### src/rtl/eh2_lsu_ecc_scrub.sv
// eh2_lsu_ecc_scrub
//   Queues single-bit-error corrections reported by the LSU ECC check stage
//   and writes the corrected words back into the DCCM through the DCCM write
//   arbiter. Queued corrections made stale by a younger store are discarded.
//   A saturating counter tracks the number of corrections accepted.
//
// Ports
//   clk, rst                 core clock, asynchronous active-high reset
//   scrub_en                 enable capture of new corrections
//   kill_dc3                 dc3 instruction flushed/faulted, suppress capture
//   err_{lo,hi}_dc3          single-bit error flags per bank word
//   addr_{lo,hi}_dc3         byte addresses of the corrected words
//   sec_data_{lo,hi}_dc3     corrected data
//   st_wen, st_addr          store buffer / DMA DCCM write this cycle
//   wb_req, wb_addr, wb_data writeback request to the arbiter (word aligned)
//   wb_gnt                   arbiter grant, write happens this cycle
//   q_full                   no free queue entry
//   err_count                saturating count of accepted corrections
//   overflow                 one-cycle pulse when a correction was dropped
module eh2_lsu_ecc_scrub #(
  parameter int DCCM_BITS       = 16,
  parameter int DCCM_DATA_WIDTH = 32,
  parameter int DEPTH           = 2,
  parameter int CNT_WIDTH       = 16
) (
  input  logic                       clk,
  input  logic                       rst,
  input  logic                       scrub_en,
  input  logic                       kill_dc3,
  input  logic                       err_lo_dc3,
  input  logic                       err_hi_dc3,
  input  logic [DCCM_BITS-1:0]       addr_lo_dc3,
  input  logic [DCCM_BITS-1:0]       addr_hi_dc3,
  input  logic [DCCM_DATA_WIDTH-1:0] sec_data_lo_dc3,
  input  logic [DCCM_DATA_WIDTH-1:0] sec_data_hi_dc3,
  input  logic                       st_wen,
  input  logic [DCCM_BITS-1:0]       st_addr,
  output logic                       wb_req,
  output logic [DCCM_BITS-1:0]       wb_addr,
  output logic [DCCM_DATA_WIDTH-1:0] wb_data,
  input  logic                       wb_gnt,
  output logic                       q_full,
  output logic [CNT_WIDTH-1:0]       err_count,
  output logic                       overflow
);

  localparam int PW = $clog2(DEPTH);
  localparam int OW = PW + 1;
  localparam int WW = DCCM_BITS - 2;

  typedef enum logic {IDLE, REQ} state_t;

  state_t state, state_nxt;

  // Writes are word granular, so byte-offset bits never take part.
  logic unused_bits;
  assign unused_bits = ^{addr_lo_dc3[1:0], addr_hi_dc3[1:0], st_addr[1:0]};

  logic                       cap_lo, cap_hi;
  logic                       stg_lo_v, stg_hi_v;
  logic [WW-1:0]              stg_lo_word, stg_hi_word;
  logic [DCCM_DATA_WIDTH-1:0] stg_lo_data, stg_hi_data;

  logic [WW-1:0]              q_word [DEPTH];
  logic [DCCM_DATA_WIDTH-1:0] q_data [DEPTH];
  logic [DEPTH-1:0]           q_vld, q_vld_nxt;
  logic [PW-1:0]              rd_ptr, wr_ptr, rd_ptr_nxt, wr_ptr_nxt, wr_hi_ptr;
  logic [OW-1:0]              occ, occ_nxt, free;

  logic [WW-1:0]              st_word;
  logic                       pop, cand_lo, cand_hi, acc_lo, acc_hi, drop;
  logic [1:0]                 n_acc;
  logic [CNT_WIDTH:0]         cnt_sum;
  logic                       head_ready_nxt;

  assign cap_lo  = err_lo_dc3 & scrub_en & ~kill_dc3;
  assign cap_hi  = err_hi_dc3 & scrub_en & ~kill_dc3;
  assign st_word = st_addr[DCCM_BITS-1:2];

  // One-deep staging register between the check stage and the queue.
  always_ff @(posedge clk or posedge rst) begin
    if (rst) begin
      stg_lo_v    <= 1'b0;
      stg_hi_v    <= 1'b0;
      stg_lo_word <= '0;
      stg_hi_word <= '0;
      stg_lo_data <= '0;
      stg_hi_data <= '0;
    end else begin
      stg_lo_v <= cap_lo;
      stg_hi_v <= cap_hi;
      if (cap_lo) begin
        stg_lo_word <= addr_lo_dc3[DCCM_BITS-1:2];
        stg_lo_data <= sec_data_lo_dc3;
      end
      if (cap_hi) begin
        stg_hi_word <= addr_hi_dc3[DCCM_BITS-1:2];
        stg_hi_data <= sec_data_hi_dc3;
      end
    end
  end

  // Granted heads leave in REQ; store-invalidated heads are retired from IDLE.
  always_comb begin
    if (state == REQ) pop = wb_gnt;
    else              pop = (occ != '0) && !q_vld[rd_ptr];
  end

  // A same-cycle store to the staged word makes it stale before it is queued.
  assign cand_lo = stg_lo_v & ~(st_wen & (stg_lo_word == st_word));
  assign cand_hi = stg_hi_v & ~(st_wen & (stg_hi_word == st_word));

  // A slot freed by this cycle's pop is usable by this cycle's enqueue.
  assign free   = OW'(DEPTH) - occ + OW'(pop);
  assign acc_lo = cand_lo & (free != '0);
  assign acc_hi = cand_hi & (free > OW'(acc_lo));
  assign drop   = (cand_lo & ~acc_lo) | (cand_hi & ~acc_hi);
  assign n_acc  = {1'b0, acc_lo} + {1'b0, acc_hi};

  assign wr_hi_ptr  = wr_ptr + PW'(acc_lo);
  assign rd_ptr_nxt = rd_ptr + PW'(pop);
  assign wr_ptr_nxt = wr_ptr + PW'(n_acc);
  assign occ_nxt    = occ + OW'(n_acc) - OW'(pop);
  assign cnt_sum    = {1'b0, err_count} + (CNT_WIDTH+1)'(n_acc);

  always_comb begin
    q_vld_nxt = q_vld;
    if (st_wen) begin
      for (int unsigned i = 0; i < DEPTH; i++) begin
        if (q_word[i] == st_word) q_vld_nxt[i] = 1'b0;
      end
    end
    if (pop)    q_vld_nxt[rd_ptr]    = 1'b0;
    if (acc_lo) q_vld_nxt[wr_ptr]    = 1'b1;
    if (acc_hi) q_vld_nxt[wr_hi_ptr] = 1'b1;
  end

  assign head_ready_nxt = (occ_nxt != '0) && q_vld_nxt[rd_ptr_nxt];

  always_ff @(posedge clk or posedge rst) begin
    if (rst) begin
      q_vld     <= '0;
      rd_ptr    <= '0;
      wr_ptr    <= '0;
      occ       <= '0;
      q_full    <= 1'b0;
      overflow  <= 1'b0;
      err_count <= '0;
    end else begin
      q_vld     <= q_vld_nxt;
      rd_ptr    <= rd_ptr_nxt;
      wr_ptr    <= wr_ptr_nxt;
      occ       <= occ_nxt;
      q_full    <= (occ_nxt == OW'(DEPTH));
      overflow  <= drop;
      err_count <= cnt_sum[CNT_WIDTH] ? '1 : cnt_sum[CNT_WIDTH-1:0];
    end
  end

  // Payload storage needs no reset; validity is tracked in q_vld.
  always_ff @(posedge clk) begin
    if (acc_lo) begin
      q_word[wr_ptr] <= stg_lo_word;
      q_data[wr_ptr] <= stg_lo_data;
    end
    if (acc_hi) begin
      q_word[wr_hi_ptr] <= stg_hi_word;
      q_data[wr_hi_ptr] <= stg_hi_data;
    end
  end

  // Writeback FSM: state register.
  always_ff @(posedge clk or posedge rst) begin
    if (rst) state <= IDLE;
    else     state <= state_nxt;
  end

  // Next state is judged on the post-update queue so a grant can be followed
  // by a back-to-back request, and a store hitting the head drops the request.
  always_comb begin
    state_nxt = state;
    case (state)
      IDLE:    if (head_ready_nxt)  state_nxt = REQ;
      REQ:     if (!head_ready_nxt) state_nxt = IDLE;
      default: state_nxt = IDLE;
    endcase
  end

  always_comb begin
    wb_req  = 1'b0;
    wb_addr = '0;
    wb_data = '0;
    if (state == REQ) begin
      wb_req  = 1'b1;
      wb_addr = {q_word[rd_ptr], 2'b00};
      wb_data = q_data[rd_ptr];
    end
  end

endmodule
### config.mk
export PLATFORM = sky130hd
export DESIGN_NAME = eh2_lsu_ecc_scrub
export DESIGN_NICKNAME = d
export VERILOG_FILES = /design/src/rtl/eh2_lsu_ecc_scrub.sv
export SDC_FILE = /design/constraint.sdc
export NUM_CORES = 1
export LEC_CHECK = 0
export ABC_AREA = 0
export CAP_MARGIN = 20
export CORE_ASPECT_RATIO = 1.25
export CORE_MARGIN = 1
export CORE_UTILIZATION = 25
export CTS_CLUSTER_SIZE = 8
export DETAILED_ROUTE_END_ITERATION = 7
export MAX_ROUTING_LAYER = met4
export PLACE_DENSITY_LB_ADDON = 0.2
export SLEW_MARGIN = 20
export SYNTH_ARGS = -nofsm -noshare
export SYNTH_HDL_FRONTEND = slang
export SYNTH_SLANG_ARGS = --single-unit
### constraint.sdc
create_clock -name clk -period 6.2 [get_ports clk]
set_input_delay 0.62 -clock clk [delete_from_list [all_inputs] [get_ports clk]]
set_output_delay 0.62 -clock clk [all_outputs]
set_load 0.02 [all_outputs]
==> flow_summary.html <==
<table>
<tr><th>Metric</th><th>Value</th></tr>
<tr><th colspan="2">Outcome</th></tr>
<tr><td>Result of the run</td><td>completed</td></tr>
<tr><th colspan="2">Clock network</th></tr>
<tr><td>H-tree lvl count</td><td>1</td></tr>
<tr><td>Hold Buf Count CTS</td><td>0</td></tr>
<tr><td>Post CTS Setup Buffer Count</td><td>0</td></tr>
<tr><td>TritonCTS clock tree</td><td>done</td></tr>
<tr><td>Number of buffers inserted during clock tree synthesis</td><td>30</td></tr>
<tr><td>Post_cts resized</td><td>0</td></tr>
<tr><td>TritonCTS sink count</td><td>211</td></tr>
<tr><td>Buffer type at the clock tree root</td><td>clkbuf_16</td></tr>
<tr><td>Number of buffers on the longest clock path</td><td>3</td></tr>
<tr><td>Clock transition at the registers of the reported paths</td><td>about 0.050 ns</td></tr>
<tr><td>Source-to-sink clock delay at the later pin of the worst-skew pair</td><td>approximately 0.55 ns</td></tr>
<tr><th colspan="2">GRT</th></tr>
<tr><td>Wire length of the first global-routing pass</td><td>between 40 and 50 mm</td></tr>
<tr><td>Initial antenna violation count</td><td>5</td></tr>
<tr><td>Number of global-route vias before repair</td><td>between 7000 and 8000</td></tr>
<tr><td>Maximum number of pins on one net before global-route repair</td><td>75</td></tr>
<tr><td>Global-route usage over all layers</td><td>0.140</td></tr>
<tr><td>Congestion Overflow GR</td><td>0</td></tr>
<tr><th colspan="2">STA</th></tr>
<tr><td>Final setup skew</td><td>roughly 0.011 ns</td></tr>
<tr><td>RSZ-0062 raised after global routing</td><td>no</td></tr>
<tr><td>Final Hold Violating Endpoints</td><td>0</td></tr>
<tr><td>Transition time of the tightest slew-check pin</td><td>just under 1 ns</td></tr>
<tr><td>Post-route clock period utilization</td><td>0.822</td></tr>
<tr><td>FMAX</td><td>a little under 200 MHz</td></tr>
<tr><td>Final TNS setup</td><td>0 ns</td></tr>
<tr><td>Slew HR</td><td>0.339</td></tr>
<tr><td>Setup ws final</td><td>1.10 ns</td></tr>
<tr><td>Final setup viols</td><td>0</td></tr>
<tr><td>Max-slew violation total from the final report</td><td>0</td></tr>
<tr><td>Post-layout minimum cycle time</td><td>5.10 ns</td></tr>
<tr><th colspan="2">Routing</th></tr>
<tr><td>Routed length per instance</td><td>~17 µm</td></tr>
<tr><td>Drt drc</td><td>0</td></tr>
<tr><td>Residual antenna-violating net count after detailed routing</td><td>0</td></tr>
<tr><td>Vias post-DR</td><td>6954</td></tr>
<tr><td>Via-per-instance ratio</td><td>4.18</td></tr>
<tr><td>Initial DRC count</td><td>295</td></tr>
<tr><td>Detailed-routing iteration count for the pre-antenna-repair pass</td><td>6</td></tr>
<tr><td>Final WL</td><td>28.6 mm</td></tr>
<tr><th colspan="2">Power and ir drop</th></tr>
<tr><td>Combinational fraction of design power</td><td>0.342</td></tr>
<tr><td>Pint</td><td>approximately 3.6 mW</td></tr>
<tr><td>Switching share of power</td><td>0.325</td></tr>
<tr><td>Portion of total power attributed to the clock network</td><td>0.286</td></tr>
<tr><td>NetSw</td><td>between 1.5 and 2 mW</td></tr>
<tr><td>Seq pwr share</td><td>0.372</td></tr>
<tr><td>P_leak</td><td>around 5.7 nW</td></tr>
<tr><td>Power density normalized to cell area</td><td>393 nW/µm²</td></tr>
<tr><td>Maximum vdd ir drop</td><td>around 180 µV</td></tr>
<tr><th colspan="2">Finish</th></tr>
<tr><td>Number of fillers in the final layout</td><td>between 4000 and 5000</td></tr>
<tr><td>Final core utilization</td><td>0.332</td></tr>
<tr><td>Fraction of layout instances using a drive strength above 1</td><td>0.129</td></tr>
<tr><td>Post-layout net count</td><td>1213</td></tr>
<tr><td>Synthesis-to-finish area growth</td><td>31.4%</td></tr>
<tr><th colspan="2">Worst setup path</th></tr>
<tr><td>Class of the most critical setup path</td><td>flip-flop to flip-flop</td></tr>
<tr><td>Crit path launch type</td><td>flip-flop</td></tr>
<tr><td>Critical path endpoint category</td><td>flip-flop</td></tr>
<tr><td>Setup slack, reg-to-reg</td><td>1.10 ns</td></tr>
<tr><td>Worst endpoint data arrival time</td><td>approximately 5.6 ns</td></tr>
<tr><td>Biggest fanout along the worst timing path</td><td>13</td></tr>
<tr><td>Data required time at the worst endpoint</td><td>around 6.7 ns</td></tr>
<tr><th colspan="2">Synthesis</th></tr>
<tr><td>Seq cells post-synth</td><td>between 200 and 250</td></tr>
<tr><td>Adder-Cell Fraction of Synth Area</td><td>0.0155</td></tr>
<tr><td>Asr flop ratio synth</td><td>0.564</td></tr>
<tr><td>Largest family of logic cells by synthesized area</td><td>simple AND/OR/NAND/NOR gates</td></tr>
<tr><td>EDFF count, synth</td><td>92</td></tr>
<tr><td>Proportion of synthesized chip area in sequential cells</td><td>0.554</td></tr>
<tr><td>Yosys warnings</td><td>0</td></tr>
<tr><td>Area leader, netlist</td><td>dfrtp_1</td></tr>
<tr><td>Post-synthesis xor/xnor area fraction</td><td>0.0600</td></tr>
<tr><td>Simple-gate portion of the synthesized area</td><td>0.167</td></tr>
<tr><td>Most used flip-flop cell after synthesis</td><td>dfrtp_1</td></tr>
<tr><td>Area fraction in compound gates after synthesis</td><td>0.0109</td></tr>
<tr><td>Proportion of synthesized area in mux cells</td><td>0.161</td></tr>
<tr><td>Synthesized area per cell</td><td>~11 µm²</td></tr>
<tr><td>Number of instances in the synthesized netlist</td><td>911</td></tr>
<tr><td>Most frequently used cell type in the post-synthesis netlist</td><td>nand2_1</td></tr>
<tr><td>Dominant cells by area after synthesis</td><td>dfrtp_1, edfxtp_1, nand2_1, mux2_4, mux2_2</td></tr>
<tr><td>Portion of synthesized cell area occupied by the leading cell type</td><td>0.287</td></tr>
<tr><td>Post-synth cell types</td><td>41</td></tr>
<tr><td>Synth Cell Area</td><td>approximately 10000 µm²</td></tr>
<tr><td>Top post-synthesis cells by count</td><td>nand2_1, dfrtp_1, edfxtp_1, xnor2_1, nor2b_1</td></tr>
<tr><th colspan="2">Floorplan</th></tr>
<tr><td>Chip height</td><td>~230 µm</td></tr>
<tr><td>Core Area</td><td>just over 40000 µm²</td></tr>
<tr><td>Site Rows</td><td>slightly above 80</td></tr>
<tr><td>Starting density of the core</td><td>0.253</td></tr>
<tr><td>Die width</td><td>between 150 and 200 µm</td></tr>
<tr><td>Boundary Pins</td><td>187</td></tr>
<tr><td>DIE AREA</td><td>around 42000 µm²</td></tr>
<tr><th colspan="2">Placed design</th></tr>
<tr><td>DP HPWL</td><td>18.7 mm</td></tr>
<tr><td>Routability congestion estimate from global placement</td><td>just under 0.8</td></tr>
<tr><td>Quantity of I/O buffers inserted on ports</td><td>between 150 and 200</td></tr>
<tr><td>Post-Place Worst Slack</td><td>around 0.63 ns</td></tr>
<tr><th colspan="2">Run</th></tr>
<tr><td>Count of maximum capacitance violations</td><td>0</td></tr>
<tr><th colspan="2">Min path</th></tr>
<tr><td>Kind of path behind the tightest hold check</td><td>flip-flop to flip-flop</td></tr>
</table>
-- critical path, cell delays in order, from the launching register on --
cell and delay (ns):
dfrtp_4 0.47, mux2_2 0.30, o31ai_4 0.30, inv_1 0.07, ha_1 0.19, xor2_1 0.18, a211oi_1 0.24, buf_4 0.21
ha_1 0.25, o21ai_0 0.32, and2_1 0.28, ha_1 0.17, ha_1 0.16, inv_1 0.05, fa_1 0.38, nor2b_1 0.36
nand4_1 0.23, nor2_1 0.22, nand3_1 0.43, nand2b_1 0.21
-- worst paths after layout --
path / start / endpoint / depth (start not counted)
max in group asynchronous: rst / rd_ptr / 3
min in group asynchronous: rst / stg_hi_data[24] / 2
min reg2reg: stg_hi_data[13] / stg_hi_data[13] / 2
min: stg_hi_data[13] / stg_hi_data[13] / 2
max: rd_ptr / err_count[0] / 19
max reg2reg: rd_ptr / err_count[0] / 19
-- stage by stage --
step	cells	cell area [µm²]	total power [mW]	hold WS (ns)
floorplan	912	10400	3.14	0.457
global placement	1601	12700	3.87	0.477
detailed placement	1602	12700	3.89	0.483
CTS	1657	13600	5.45	0.497
global route	1662	13600	5.65	0.508
finish	1662	13600	5.35	0.492
-- cell families after synthesis --
logic type      Yosys count
compound gates           15
flops                   211
other cells               1
buf+inv                  66
xor+xnor                 71
simple gates            395
fa+ha+maj                11
mux                     141
-- sequential cells by signal (all words and copies together), names as in the netlist, 2 cells and up --
name and flops:
err_count 16, occ 2, q_data 64, q_vld 2, q_word 28, stg_hi_data 32, stg_hi_word 14, stg_lo_data 32
stg_lo_word 14
-- cells in the final DEF (no fill, tap or decap), types with 2 or more instances in the layout --
cell,Yosys,final
a21oi_1,2,2
and3_1,6,6
and4_1,2,2
buf_12,0,3
buf_4,2,11
clkbuf_1,24,23
clkbuf_16,0,31
clkdlybuf4s50_1,0,178
conb_1,1,2
dfrtp_1,119,117
diode_2,0,5
edfxtp_1,92,92
fa_2,0,2
ha_1,8,8
inv_1,12,9
inv_2,0,2
mux2_1,12,12
mux2_2,46,46
mux2_4,37,37
mux2i_1,46,46
nand2_1,298,296
nand2_2,0,2
nand3_1,9,9
nand4_1,13,13
nor2_1,7,6
nor2b_1,52,52
nor4_1,3,3
o21ai_0,5,5
xnor2_1,58,58
xor2_1,13,13
-- metal layers --
| metal | GRT usage | vias to the layer above | part of all wire |
|---|---|---|---|
| met5 | - | - | 0 |
| met4 | 0.0406 | 0 | 0.021 |
| met3 | 0.0275 | 40 | 0.053 |
| met2 | 0.242 | 136 | 0.51 |
| met1 | 0.164 | 3393 | 0.42 |
| li1 | - | 3385 | - |
-- power by group through the flow --
stage / Clock, mW / Sequential, mW / Combinational [mW]
global placement: 0 / 2.01 / 1.86
floorplan: 0 / 1.98 / 1.16
global route: 1.64 / 2.03 / 1.98
CTS: 1.58 / 2.00 / 1.88
finish: 1.53 / 1.99 / 1.83
detailed placement: 0 / 2.02 / 1.87
-- layout make-up --
class / instances / area [µm²] / share of cell area
antenna: 5 / 12.5 / 0.000919
clock buffer: 54 / 862 / 0.0633
clock inverter: 1 / 5.00 / 0.000368
inverter: 12 / 50.0 / 0.00368
multi-input combinational: 635 / 4330 / 0.318
sequential: 211 / 5750 / 0.422
tap: 552 / 691 / 0.0507
timing repair buffer: 192 / 1920 / 0.141
(Power assumes the default switching activity.)
